## src/rtl/imem_loader_pkg.sv

```systemverilog
`default_nettype none
// +--------------------------------------------------------------------+
// | imem_loader_pkg: shared types and constants for the imem loader     |
// | Rev 1.0                                                             |
// +--------------------------------------------------------------------+
package imem_loader_pkg;

  localparam int INST_W         = 32;
  localparam int BYTES_PER_INST = 4;
  localparam int IMEM_ADDR_W    = 6;

  typedef enum logic [2:0] {
    ST_IDLE  = 3'd0,
    ST_LEN   = 3'd1,
    ST_DATA  = 3'd2,
    ST_WRITE = 3'd3,
    ST_DONE  = 3'd4
  } state_e;

  // Length byte 0 selects the full RAM; anything past the end is clamped.
  function automatic int unsigned clamp_len(input logic [7:0] n, input int unsigned depth);
    int unsigned n_ext;
    n_ext = {24'd0, n};
    if (n == 8'd0 || n_ext > depth) begin
      return depth;
    end
    return n_ext;
  endfunction

endpackage
`default_nettype wire

```

## src/rtl/imem_loader_byte_packer.sv

```systemverilog
`default_nettype none
// +--------------------------------------------------------------------+
// | imem_loader_byte_packer: big-endian byte-to-word shift register     |
// | Rev 1.0                                                             |
// +--------------------------------------------------------------------+
module imem_loader_byte_packer
  import imem_loader_pkg::*;
(
  input  logic              clk,
  input  logic              rst,
  input  logic              clear_i,
  input  logic              shift_en_i,
  input  logic [7:0]        byte_i,
  output logic [INST_W-1:0] word_o,
  output logic              word_complete_o
);

  localparam logic [1:0] LAST_IDX = 2'(BYTES_PER_INST - 1);

  logic [INST_W-1:0] word_q, word_d;
  logic [1:0]        idx_q, idx_d;

  always_comb begin
    word_d = word_q;
    idx_d  = idx_q;
    if (clear_i) begin
      idx_d = 2'd0;
    end else if (shift_en_i) begin
      word_d = {word_q[INST_W-9:0], byte_i};
      idx_d  = idx_q + 2'd1;
    end
  end

  always_ff @(posedge clk) begin
    if (rst) begin
      word_q <= '0;
      idx_q  <= 2'd0;
    end else begin
      word_q <= word_d;
      idx_q  <= idx_d;
    end
  end

  assign word_o          = word_q;
  assign word_complete_o = shift_en_i && (idx_q == LAST_IDX);

endmodule
`default_nettype wire

```

## src/rtl/imem_loader.sv

```systemverilog
`default_nettype none
// +--------------------------------------------------------------------+
// | imem_loader: length-prefixed byte stream to instruction RAM writer  |
// | Rev 1.0                                                             |
// +--------------------------------------------------------------------+
module imem_loader
  import imem_loader_pkg::*;
#(
  parameter int ADDR_W = IMEM_ADDR_W
) (
  input  logic              clk,
  input  logic              rst,
  input  logic              load_start,
  input  logic [7:0]        rx_data,
  input  logic              rx_valid,
  output logic              rx_ready,
  output logic              imem_we,
  output logic [ADDR_W-1:0] imem_addr,
  output logic [INST_W-1:0] imem_wdata,
  output logic              cpu_hold,
  output logic              load_done,
  output logic [ADDR_W:0]   word_cnt
);

  localparam int unsigned DEPTH = 1 << ADDR_W;

  state_e            state_q, state_d;
  logic [ADDR_W:0]   len_q, len_d;
  logic [ADDR_W:0]   cnt_q, cnt_d;
  logic [ADDR_W-1:0] addr_q, addr_d;
  logic [INST_W-1:0] wdata_q, wdata_d;

  logic              xfer;
  logic              pk_clear;
  logic              pk_shift;
  logic              pk_complete;
  logic [INST_W-1:0] pk_word;
  logic [ADDR_W:0]   cnt_inc;

  assign rx_ready = (state_q == ST_LEN) || (state_q == ST_DATA);
  assign xfer     = rx_valid && rx_ready;
  assign pk_shift = (state_q == ST_DATA) && xfer;
  assign cnt_inc  = cnt_q + (ADDR_W + 1)'(1);

  imem_loader_byte_packer u_packer (
    .clk             (clk),
    .rst             (rst),
    .clear_i         (pk_clear),
    .shift_en_i      (pk_shift),
    .byte_i          (rx_data),
    .word_o          (pk_word),
    .word_complete_o (pk_complete)
  );

  always_comb begin
    state_d  = state_q;
    len_d    = len_q;
    cnt_d    = cnt_q;
    addr_d   = addr_q;
    wdata_d  = wdata_q;
    pk_clear = 1'b0;
    unique case (state_q)
      ST_IDLE: begin
        if (load_start) begin
          cnt_d   = '0;
          state_d = ST_LEN;
        end
      end
      ST_LEN: begin
        if (xfer) begin
          len_d    = (ADDR_W + 1)'(clamp_len(rx_data, DEPTH));
          addr_d   = '0;
          pk_clear = 1'b1;
          state_d  = ST_DATA;
        end
      end
      ST_DATA: begin
        if (pk_complete) begin
          state_d = ST_WRITE;
        end
      end
      ST_WRITE: begin
        wdata_d  = pk_word;
        cnt_d    = cnt_inc;
        pk_clear = 1'b1;
        if (cnt_inc == len_q) begin
          state_d = ST_DONE;
        end else begin
          addr_d  = addr_q + ADDR_W'(1);
          state_d = ST_DATA;
        end
      end
      ST_DONE: begin
        state_d = ST_IDLE;
      end
      default: begin
        state_d = ST_IDLE;
      end
    endcase
  end

  always_ff @(posedge clk) begin
    if (rst) begin
      state_q <= ST_IDLE;
      len_q   <= '0;
      cnt_q   <= '0;
      addr_q  <= '0;
      wdata_q <= '0;
    end else begin
      state_q <= state_d;
      len_q   <= len_d;
      cnt_q   <= cnt_d;
      addr_q  <= addr_d;
      wdata_q <= wdata_d;
    end
  end

  // Write strobe is masked by rst so a reset landing on WRITE never commits a word.
  assign imem_we    = (state_q == ST_WRITE) && !rst;
  assign imem_addr  = addr_q;
  assign imem_wdata = (state_q == ST_WRITE) ? pk_word : wdata_q;
  assign cpu_hold   = (state_q != ST_IDLE);
  assign load_done  = (state_q == ST_DONE);
  assign word_cnt   = cnt_q;

endmodule
`default_nettype wire

```

## config.mk

```make
export PLATFORM = sky130hd
export DESIGN_NAME = imem_loader
export DESIGN_NICKNAME = d
export VERILOG_FILES = /design/src/rtl/imem_loader_pkg.sv /design/src/rtl/imem_loader_byte_packer.sv /design/src/rtl/imem_loader.sv
export SDC_FILE = /design/constraint.sdc
export NUM_CORES = 1
export LEC_CHECK = 0
export CORE_AREA = 5 5 66 128
export DETAILED_ROUTE_END_ITERATION = 7
export DIE_AREA = 0 0 71 133
export GPL_ROUTABILITY_DRIVEN = 0
export PLACE_DENSITY = 0.82
export SETUP_SLACK_MARGIN = 0.02
export SYNTH_ARGS = -nofsm -noshare
export SYNTH_HDL_FRONTEND = slang
export SYNTH_HIERARCHICAL = 1
export SYNTH_SLANG_ARGS = --single-unit
```

## constraint.sdc

```tcl
create_clock -name clk -period 2.3 [get_ports clk]
set_input_delay 0.46 -clock clk [delete_from_list [all_inputs] [get_ports clk]]
set_output_delay 0.46 -clock clk [all_outputs]
set_load 0.1 [all_outputs]
```

# Yosys cells after proc, flatten, opt, wreduce, memory -nomap -nowiden

Cells that the tools add are included.

Output and inout bits: 49
Register bits: 89
Logic and storage cells: 58

Reduce and logical (&&, ||, !) cells: 18
Equal/unequal tests: 10
Order comparisons: 1
Multiplexer cells: 18
Add/subtract/negate cells: 3
Bitwise logic cells: 1

Operator list:

| cell                                                          | count |
|---|---|
| two-way mux 32 bit                                            | 1 |
| two-way mux 7 bit                                             | 3 |
| case mux 7 bit (2 select lines)                               | 1 |
| two-way mux 3 bit                                             | 4 |
| two-way mux 6 bit                                             | 2 |
| case mux 3 bit (4 select lines)                               | 1 |
| case mux 6 bit (2 select lines)                               | 1 |
| greater-than comparator 8 x 7 -> 1 bit, second input constant | 1 |
| zero test 8 bit                                               | 1 |
| != test 2 bit, second input constant                          | 4 |
| adder 7 x 1 -> 7 bit, second input constant                   | 1 |
| == test 7 bit                                                 | 1 |
| adder 6 x 1 -> 6 bit, second input constant                   | 1 |
| == test 3 x 2 -> 1 bit, second input constant                 | 2 |
| AND reduction 2 bit                                           | 3 |
| AND reduction 3 bit                                           | 2 |
| logical AND 1 bit                                             | 4 |
| two-way mux 1 bit                                             | 4 |
| nonzero test 2 bit                                            | 2 |
| == test 3 x 1 -> 1 bit, second input constant                 | 1 |
| == test 3 bit, second input constant                          | 1 |
| zero test 3 bit                                               | 1 |
| nonzero test 3 bit                                            | 1 |
| adder 2 x 1 -> 2 bit, second input constant                   | 1 |
| other kinds (6)                                               | 7 |

# Depth between registers and ports, before layout

Gate-level depths: netlist of the first run.

Word-level depth: 7
Depth in mapped cells: 10

# By module

The synthesis of the first run kept the hierarchy.

By module, submodules not included:

| module                  | seq. area each (µm²) | area an instance (µm²) | times used | cells an instance |
|---|---|---|---|---|
| imem_loader             | 1,101.1              | 2,436.1                | 1          | 319 |
| imem_loader_byte_packer | 680.7                | 1,376.3                | 1          | 124 |

# Worst setup path after synthesis of the first run

No wires, ideal clock.

Path kind: reg-to-reg
Start: register state_q[0]
End: register state_q[2]
Setup time: 0.074 ns
Cell stages (with the launch flop): 5
Arrival time: 3.247 ns
Setup slack: -1.021 ns
Buffers on the path: 1
Required time: 2.226 ns
Cell sequence: dfxtp_1 -> buf_2 -> nand2_1 -> nor3_1 -> and2_2

Cells in the longest elaborated chain, start to end: 7

RTL lines:

| element                                                                 | line                                                    | source |
|---|---|---|
| start, declared                                                         | imem_loader.sv:27                                       | `state_e state_q, state_d;` |
| start signal, assigned                                                  | imem_loader.sv:110                                      | `state_q <= state_d;` |
| == test 3 x 1 -> 1 bit / == test 3 x 2 -> 1 bit (equally long branches) | imem_loader.sv:40, imem_loader.sv:62, imem_loader.sv:42 |  |
| logical OR 1 bit                                                        | imem_loader.sv:40                                       | `assign rx_ready = (state_q == ST_LEN) \|\| (state_q == ST_DATA);` |
| logical AND 1 bit                                                       | imem_loader.sv:41                                       | `assign xfer = rx_valid && rx_ready;` |
| logical AND 1 bit                                                       | imem_loader.sv:42                                       | `assign pk_shift = (state_q == ST_DATA) && xfer;` |
| logical AND 1 bit                                                       | imem_loader_byte_packer.sv:45                           | `assign word_complete_o = shift_en_i && (idx_q == LAST_IDX);` |
| != test 2 bit (no source line)                                          | -                                                       |  |
| AND reduction 3 bit (no source line)                                    | -                                                       |  |

Several ways; a longest one is shown, not always the timed one.
A chain may end at the register's enable or synchronous reset.

# Worst setup path after layout of the first run

Start: register cnt_q[0] (netlist: word_cnt[0])
End: register addr_q[4] (netlist: imem_addr[4])

Cells in the longest elaborated chain, start to end: 4

RTL lines:

| element                              | line               | source |
|---|---|---|
| start, declared                      | imem_loader.sv:29  | `logic [ADDR_W:0] cnt_q, cnt_d;` |
| start signal, assigned               | imem_loader.sv:112 | `cnt_q <= cnt_d;` |
| adder 7 x 1 -> 7 bit                 | imem_loader.sv:43  | `assign cnt_inc = cnt_q + (ADDR_W + 1)'(1);` |
| == test 7 bit                        | imem_loader.sv:86  | `if (cnt_inc == len_q) begin` |
| != test 2 bit (no source line)       | -                  |  |
| AND reduction 3 bit (no source line) | -                  |  |
| end signal, assigned                 | imem_loader.sv:113 | `addr_q <= addr_d;` |
| end, declared                        | imem_loader.sv:30  | `logic [ADDR_W-1:0] addr_q, addr_d;` |

No other way between the ends.

==> metrics.csv, run 1 <==
stage,metric,value,unit
cts,hold_buffers,0,
die,rows,45,
global_route,grt_pass1_vias,3088,
synthesis,ys_warn_count,6,
cts,cts_buffers,9,
global_route,busiest_layer,met2,
sta,worstMarginPinSlew,0.620,ns
cts,path_clk_slew,0.06,ns
synthesis,netlist_area,3810,µm²
run_status,status,"finished, final reports clean",
synthesis,synth_mux_area_frac,0.0709,
synthesis,synthXorXnorAreaFrac,0.0299,
global_route,grt_first_pass_wirelength,14.4,mm
global_route,overflow,0,
layout,layout-drive-gt1-share,0.253,
global_route,grtUsageTotal,0.188,
cts,clock-sinks,89,
layout,stdcell_count,599,
synthesis,synth-seq-cells,89,
global_route,gr-usage-met3,0.0456,
hold_path,hold_path.class,input pin to flip-flop,
setup_path,rrSetupSlack,0.12,ns
die,core_area,7430,µm²
layout,finish.net_count,515,
synthesis,syn_nets,458,
setup_path,crit_path_end,imem_addr[4],
sta,final-hold-violation-count,0,
die,die_w,71,µm
power_and_ir_drop,ir_worst_vdd,0.576,mV
sta,rsz0062_at_grt,no,
die,ios,61,
layout,final_cell_mix,"84 x dfxtp_1, 75 x nand2_1, 40 x a21oi_1",
sta,clock.fmax,0.458,GHz
sta,finClkSkew,0.00534,ns
setup_path,crit_path_start_kind,flip-flop,
setup_path,cp_data_arrival_time,2.40,ns
synthesis,synthSimpleGateAreaFrac,0.267,
cts,cts.path.max_buffers,2,
setup_path,cp_max_fo,10,
placement,dp_hpwl,5.70,mm
setup_path,crit_path_start,word_cnt[0],
die,die_h,133,µm
die,die_area,9440,µm²
power_and_ir_drop,power.density,600,nW/µm²
synthesis,syn_area_per_cell,8.61,µm²
layout,utilization,0.707,
layout,antennaDiodeCount,0,
setup_path,cp-end-kind,flip-flop,
cts,root_buffer,clkbuf_16,
layout,final_common_cell,dfxtp_1,
power_and_ir_drop,p_leak,2.12,nW
cts,postCtsSetupRepairBufs,0,
drt,finalWirelength,8.42,mm
synthesis,synth_fa_ha_area_frac,0.00985,
sta,slew_headroom,0.585,
global_route,grt_antenna_before_repair,0,
sta,post-route-period-util,0.950,
drt,viasPerCell,5.40,
cts,htree_levels,3,
synthesis,synth_compound_area_frac,0.115,
drt,drc,0,
drt,dr.pass1.iters,4,
cts,cts_tree,done,
setup_path,path_class,flip-flop to flip-flop,
sta,period_needed,2.18,ns
cts,clkLatencyLatePin,0.34,ns
setup_path,r2r_cells,7,
sta,final-setup-viol-count,0,
global_route,use_met1,0.244,
placement,post-place-cells,583,
synthesis,synth_top_family_by_area,simple AND/OR/NAND/NOR gates,
global_route,met2_usage,0.300,
sta,drv_slew,0,
drt,wl_per_cell,14.1,µm
layout,syn2layout_area_growth,37.7,%
flow_run,maxCapViolations,0,
hold_path,hold_depth,2,
placement,portBuffers,60,
drt,drt-initial-drc-count,198,
synthesis,synth_cells,443,
setup_path,r2r-end,imem_addr[4],
synthesis,synth.distinct_cells,40,
die,initial_core_util,0.513,
setup_path,cp.required,2.51,ns
synthesis,ys_seq_area_frac,0.467,
drt,vias,3232,
drt,ant_nets,0,
global_route,grt_max_degree,84,
setup_path,rr_startpoint,word_cnt[0],
## what timing repair did
action	CTS	global route
pin swaps	0	0
gates cloned	0	0
gates resized for setup	1	2
endpoints found under the setup margin	32	3
## final cells by class
cell class	instances	area, µm²
fill	570	2180
multi-input combinational	323	1980
sequential	89	1790
timing repair buffer	74	1070
clock buffer	10	239
tap	94	118
clock inverter	6	42.5
inverter	3	11.3
## layer usage
metal  vias to the layer above  routed length [µm]
met5                         -                   0
met3                        13                 420
met4                         0                 142
met1                      1515                3670
met2                        88                4190
li1                       1616                   -
## worst max-delay path, cell delays in order, from the launching register on
cell	delay, ns
dfxtp_4	0.38
ha_1	0.22
and3_2	0.27
mux2i_1	0.23
nor2_1	0.08
o311a_4	0.43
o311ai_0	0.34
o31ai_1	0.12
## stage by stage
| stage | power [mW] | TNS [ns] | hold slack [ns] | setup WS (ns) | area, µm² |
|---|---|---|---|---|---|
| 6_report | 3.15 | 0 | 0.475 | 0.116 | 5250 |
| 5_1_grt | 3.25 | 0 | 0.469 | 0.0414 | 5250 |
| 4_1_cts | 3.17 | 0 | 0.464 | 0.0342 | 5250 |
| 3_5_place_dp | 1.82 | -0.238 | 0.463 | -0.0625 | 4970 |
| 3_3_place_gp | 1.82 | 0 | 0.463 | 0.0324 | 4970 |
| 2_1_floorplan | 1.73 | -0.0512 | 0.449 | -0.0292 | 3910 |
## synthesized netlist by cell type (all sizes together)
master,n,area share
or3,2,0.0033
o211ai,2,0.0039
xor2,3,0.0069
a21oi,40,0.053
o311ai,2,0.0046
nor4bb,1,0.0026
nand2b,34,0.056
nand4,1,0.0016
nor2,23,0.023
buf,9,0.018
mux2i,27,0.071
clkbuf,19,0.019
nor3b,2,0.0039
o31ai,3,0.0059
nand3b,5,0.013
or4,2,0.0039
nor4,1,0.0016
a221oi,1,0.0023
and3,3,0.0049
and2,3,0.0053
nor3,7,0.011
a22oi,7,0.014
dfxtp,89,0.47
nor2b,1,0.0023
inv,3,0.0030
or2,1,0.0016
o21ai,15,0.020
nand3,4,0.0053
xnor2,10,0.023
nand2,107,0.11
ha,3,0.0098
o311a,1,0.0056
a31oi,4,0.0066
nand4bb,8,0.024
## where the power goes
part	leakage [nW]	switching (mW)	internal, mW	total, mW
clock network	0.135	0.601	0.762	1.36
registers	0.720	0.00687	1.55	1.56
logic	1.27	0.137	0.0933	0.231
total	2.12	0.745	2.40	3.15
## worst min path at each step
stage,slack [ns],start,to
final,0.48,rst,word_cnt[1]
after global routing,0.47,rst,word_cnt[1]
after CTS,0.46,rst,word_cnt[1]
after detailed placement,0.46,u_packer/word_o[28],u_packer/word_o[28]
after global placement,0.46,u_packer/word_o[29],u_packer/word_o[29]
after floorplan,0.45,u_packer/word_o[27],u_packer/word_o[27]
## state kept, by name (all words and copies together) (netlist names)
register and count:
imem_addr 6, len_q 7, state_q 3, u_packer/idx_q 2, u_packer/word_o 32, wdata_q 32, word_cnt 7
## logic make-up after synthesis
family | count (synthesis)
compound gates | 75
xor+xnor | 13
fa+ha+maj | 3
buf+inv | 31
flops | 89
mux | 27
simple gates | 205
No activity file was read; power rests on OpenSTA's default activity.
==> run 2: changes to the inputs <==
ABC_AREA = 0   (was unset)
==> results of run 2 <==
Final layout, timing and power as in run 1 (identical DEF).
==> run 3: changes to the inputs <==
CORE_AREA = 3 3 64 126   (was 5 5 66 128)
DIE_AREA = 0 0 67 129   (was 0 0 71 133)
==> run 3 against run 2 <==
Net effect:
- design area is 0.64% higher
- hold slack improved by 0.0054 ns
- largest power group unchanged
- setup slack worse by 0.028 ns
- clock power increased by 12%
==> metrics.csv, run 3 (synthesis results as in run 1) <==
stage,metric,value,unit,change
setup_path,critPathTopFamily,simple AND/OR/NAND/NOR gates,,
setup_path,cp_slowest_stage_delay,0.44,ns,about the same
placement,portBuffers,60,,unchanged
sta,rsz0062_at_grt,no,,
setup_path,cp.required,2.58,ns,+0.07 ns
drt,vias,3329,,+3.0%
setup_path,crit_path_start_kind,flip-flop,,
drt,wl_per_cell,16.1,µm,+14%
die,initial_core_util,0.525,,+0.0117
drt,drc,0,,unchanged
global_route,grt_pass1_vias,3421,,+11%
global_route,grt_first_pass_wirelength,15.6,mm,+8.1%
cts,cts_buffers,9,,unchanged
sta,tns,0,ns,unchanged
flow_run,maxCapViolations,0,,unchanged
sta,clock.fmax,0.452,GHz,-1.3%
die,die_w,67,µm,-5.6%
setup_path,path_buf_inv,0,,unchanged
sta,fin_ws,0.0876,ns,-0.0279 ns
layout,syn2layout_area_growth,38.6,%,
setup_path,cp_cell_sequence,ha_1 -> and3_2 -> mux2i_1 -> nor2_1 -> o311a_4 -> or4_1 -> o21ai_1,,
layout,fin_area,5290,µm²,+0.64%
setup_path,cp_data_arrival_time,2.49,ns,+0.09 ns
layout,final_cell_mix,"84 x dfxtp_1, 75 x nand2_1, 40 x a21oi_1",,
sta,period_needed,2.21,ns,+0.0279 ns
global_route,grt_max_degree,45,,-46%
sta,worstMarginPinSlew,0.608,ns,-0.0125 ns
sta,drv_slew,0,,unchanged
cts,cts_tree,done,,
power_and_ir_drop,ir_worst_vdd,0.525,mV,-8.8%
drt,viasPerCell,5.56,,+3.0%
placement,place_area,4950,µm²,-0.25%
drt,drt-initial-drc-count,263,,+33%
global_route,grt_antenna_before_repair,0,,unchanged
die,ios,61,,unchanged
global_route,overflow,0,,unchanged
die,core_area,7270,µm²,-2.2%
layout,antennaDiodeCount,0,,unchanged
cts,root_buffer,clkbuf_16,,
cts,clock-sinks,89,,unchanged
sta,post-route-period-util,0.962,,+0.0121
setup_path,cp-end-kind,flip-flop,,
drt,dr.pass1.iters,4,,unchanged
layout,layout-drive-gt1-share,0.258,,+0.00492
cts,path_clk_slew,0.06,ns,about the same
sta,final-setup-viol-count,0,,unchanged
sta,final-hold-violation-count,0,,unchanged
sta,finClkSkew,0.00614,ns,+0.000801 ns
drt,finalWirelength,9.64,mm,+14%
cts,hold_buffers,0,,unchanged
setup_path,slowest_stage,o311a_4,,
sta,slew_headroom,0.593,,+0.00834
die,die_area,8640,µm²,-8.5%
cts,clkLatencyLatePin,0.34,ns,about the same
layout,nFillCells,540,,-5.3%
die,die_h,129,µm,-3.0%
power_and_ir_drop,power.density,627,nW/µm²,+4.5%
setup_path,path_class,flip-flop to flip-flop,,
power_and_ir_drop,p_leak,2.14,nW,+0.98%
global_route,grtUsageTotal,0.237,,+0.0489
hold_path,hold_path.class,flip-flop to flip-flop,,
cts,cts.path.max_buffers,2,,unchanged
cts,htree_levels,3,,unchanged
placement,dp_slack,-0.0425,ns,+0.0200 ns
run_status,status,"finished, final reports clean",,
cts,postCtsSetupRepairBufs,0,,unchanged
die,rows,44,,-2.2%
placement,dp_hpwl,6.77,mm,+19%
setup_path,cp_max_fo,10,,unchanged
layout,utilization,0.727,,+0.0207
layout,finish.net_count,517,,+0.39%
setup_path,rrSetupSlack,0.09,ns,-0.03 ns
layout,final_common_cell,dfxtp_1,,
drt,ant_nets,0,,unchanged
==> run 3: worst reg2reg max path, cell delays in order (launching register included) <==
cell     delay [ns]
dfxtp_4        0.37
ha_1           0.25
and3_2         0.28
mux2i_1        0.22
nor2_1         0.09
o311a_4        0.44
or4_1          0.42
o21ai_1        0.08
==> run 3: metrics by stage <==
stage	total power, mW	instances	hold slack [ns]
final	3.31	599	0.481
after detailed placement	1.82	583	0.465
after global routing	3.41	599	0.491
after global placement	1.81	583	0.456
after CTS	3.33	599	0.477
after floorplan	1.73	443	0.449
==> run 3: area by class of cell <==
| class | count | area [µm²] | share of cell area |
|---|---|---|---|
| Clock buffer | 12 | 267 | 0.0504 |
| Clock inverter | 4 | 50.0 | 0.00947 |
| Inverter | 3 | 11.3 | 0.00213 |
| Multi-Input combinational cell | 323 | 1990 | 0.376 |
| Sequential cell | 89 | 1790 | 0.339 |
| Tap cell | 92 | 115 | 0.0218 |
| Timing Repair Buffer | 76 | 1060 | 0.201 |
==> run 3: worst paths after layout <==
kind | start | endpoint | cells past startpoint
worst min register to register | imem_addr[5] | imem_addr[5] | 1
worst max-delay path | word_cnt[0] | imem_addr[0] | 7
worst min-delay path | imem_addr[5] | imem_addr[5] | 1
worst max register to register | word_cnt[0] | imem_addr[0] | 7
==> run 3: power breakdown <==
| part | total, mW | switching, mW | leakage [nW] | internal, mW |
|---|---|---|---|---|
| Combinational | 0.233 | 0.140 | 1.27 | 0.0929 |
| Sequential | 1.56 | 0.00682 | 0.720 | 1.55 |
| Clock | 1.53 | 0.596 | 0.151 | 0.929 |
| Total | 3.31 | 0.744 | 2.14 | 2.57 |
==> run 3: layer usage <==
metal / wire [µm] / up-vias / GRT usage
met2: 5510 / 92 / 0.439
met4: 342 / 0 / 0.138
met1: 3450 / 1589 / 0.238
li1: - / 1623 / -
met3: 340 / 25 / 0.0393
met5: 0 / - / 0
==> run 3: what timing repair did <==
item                                    in CTS  in global routing
endpoints found under the setup margin      33                  4
gates cloned                                 0                  0
pin swaps                                    0                  0
resized for setup                            2                  4
hold endpoints to repair                     0                  0
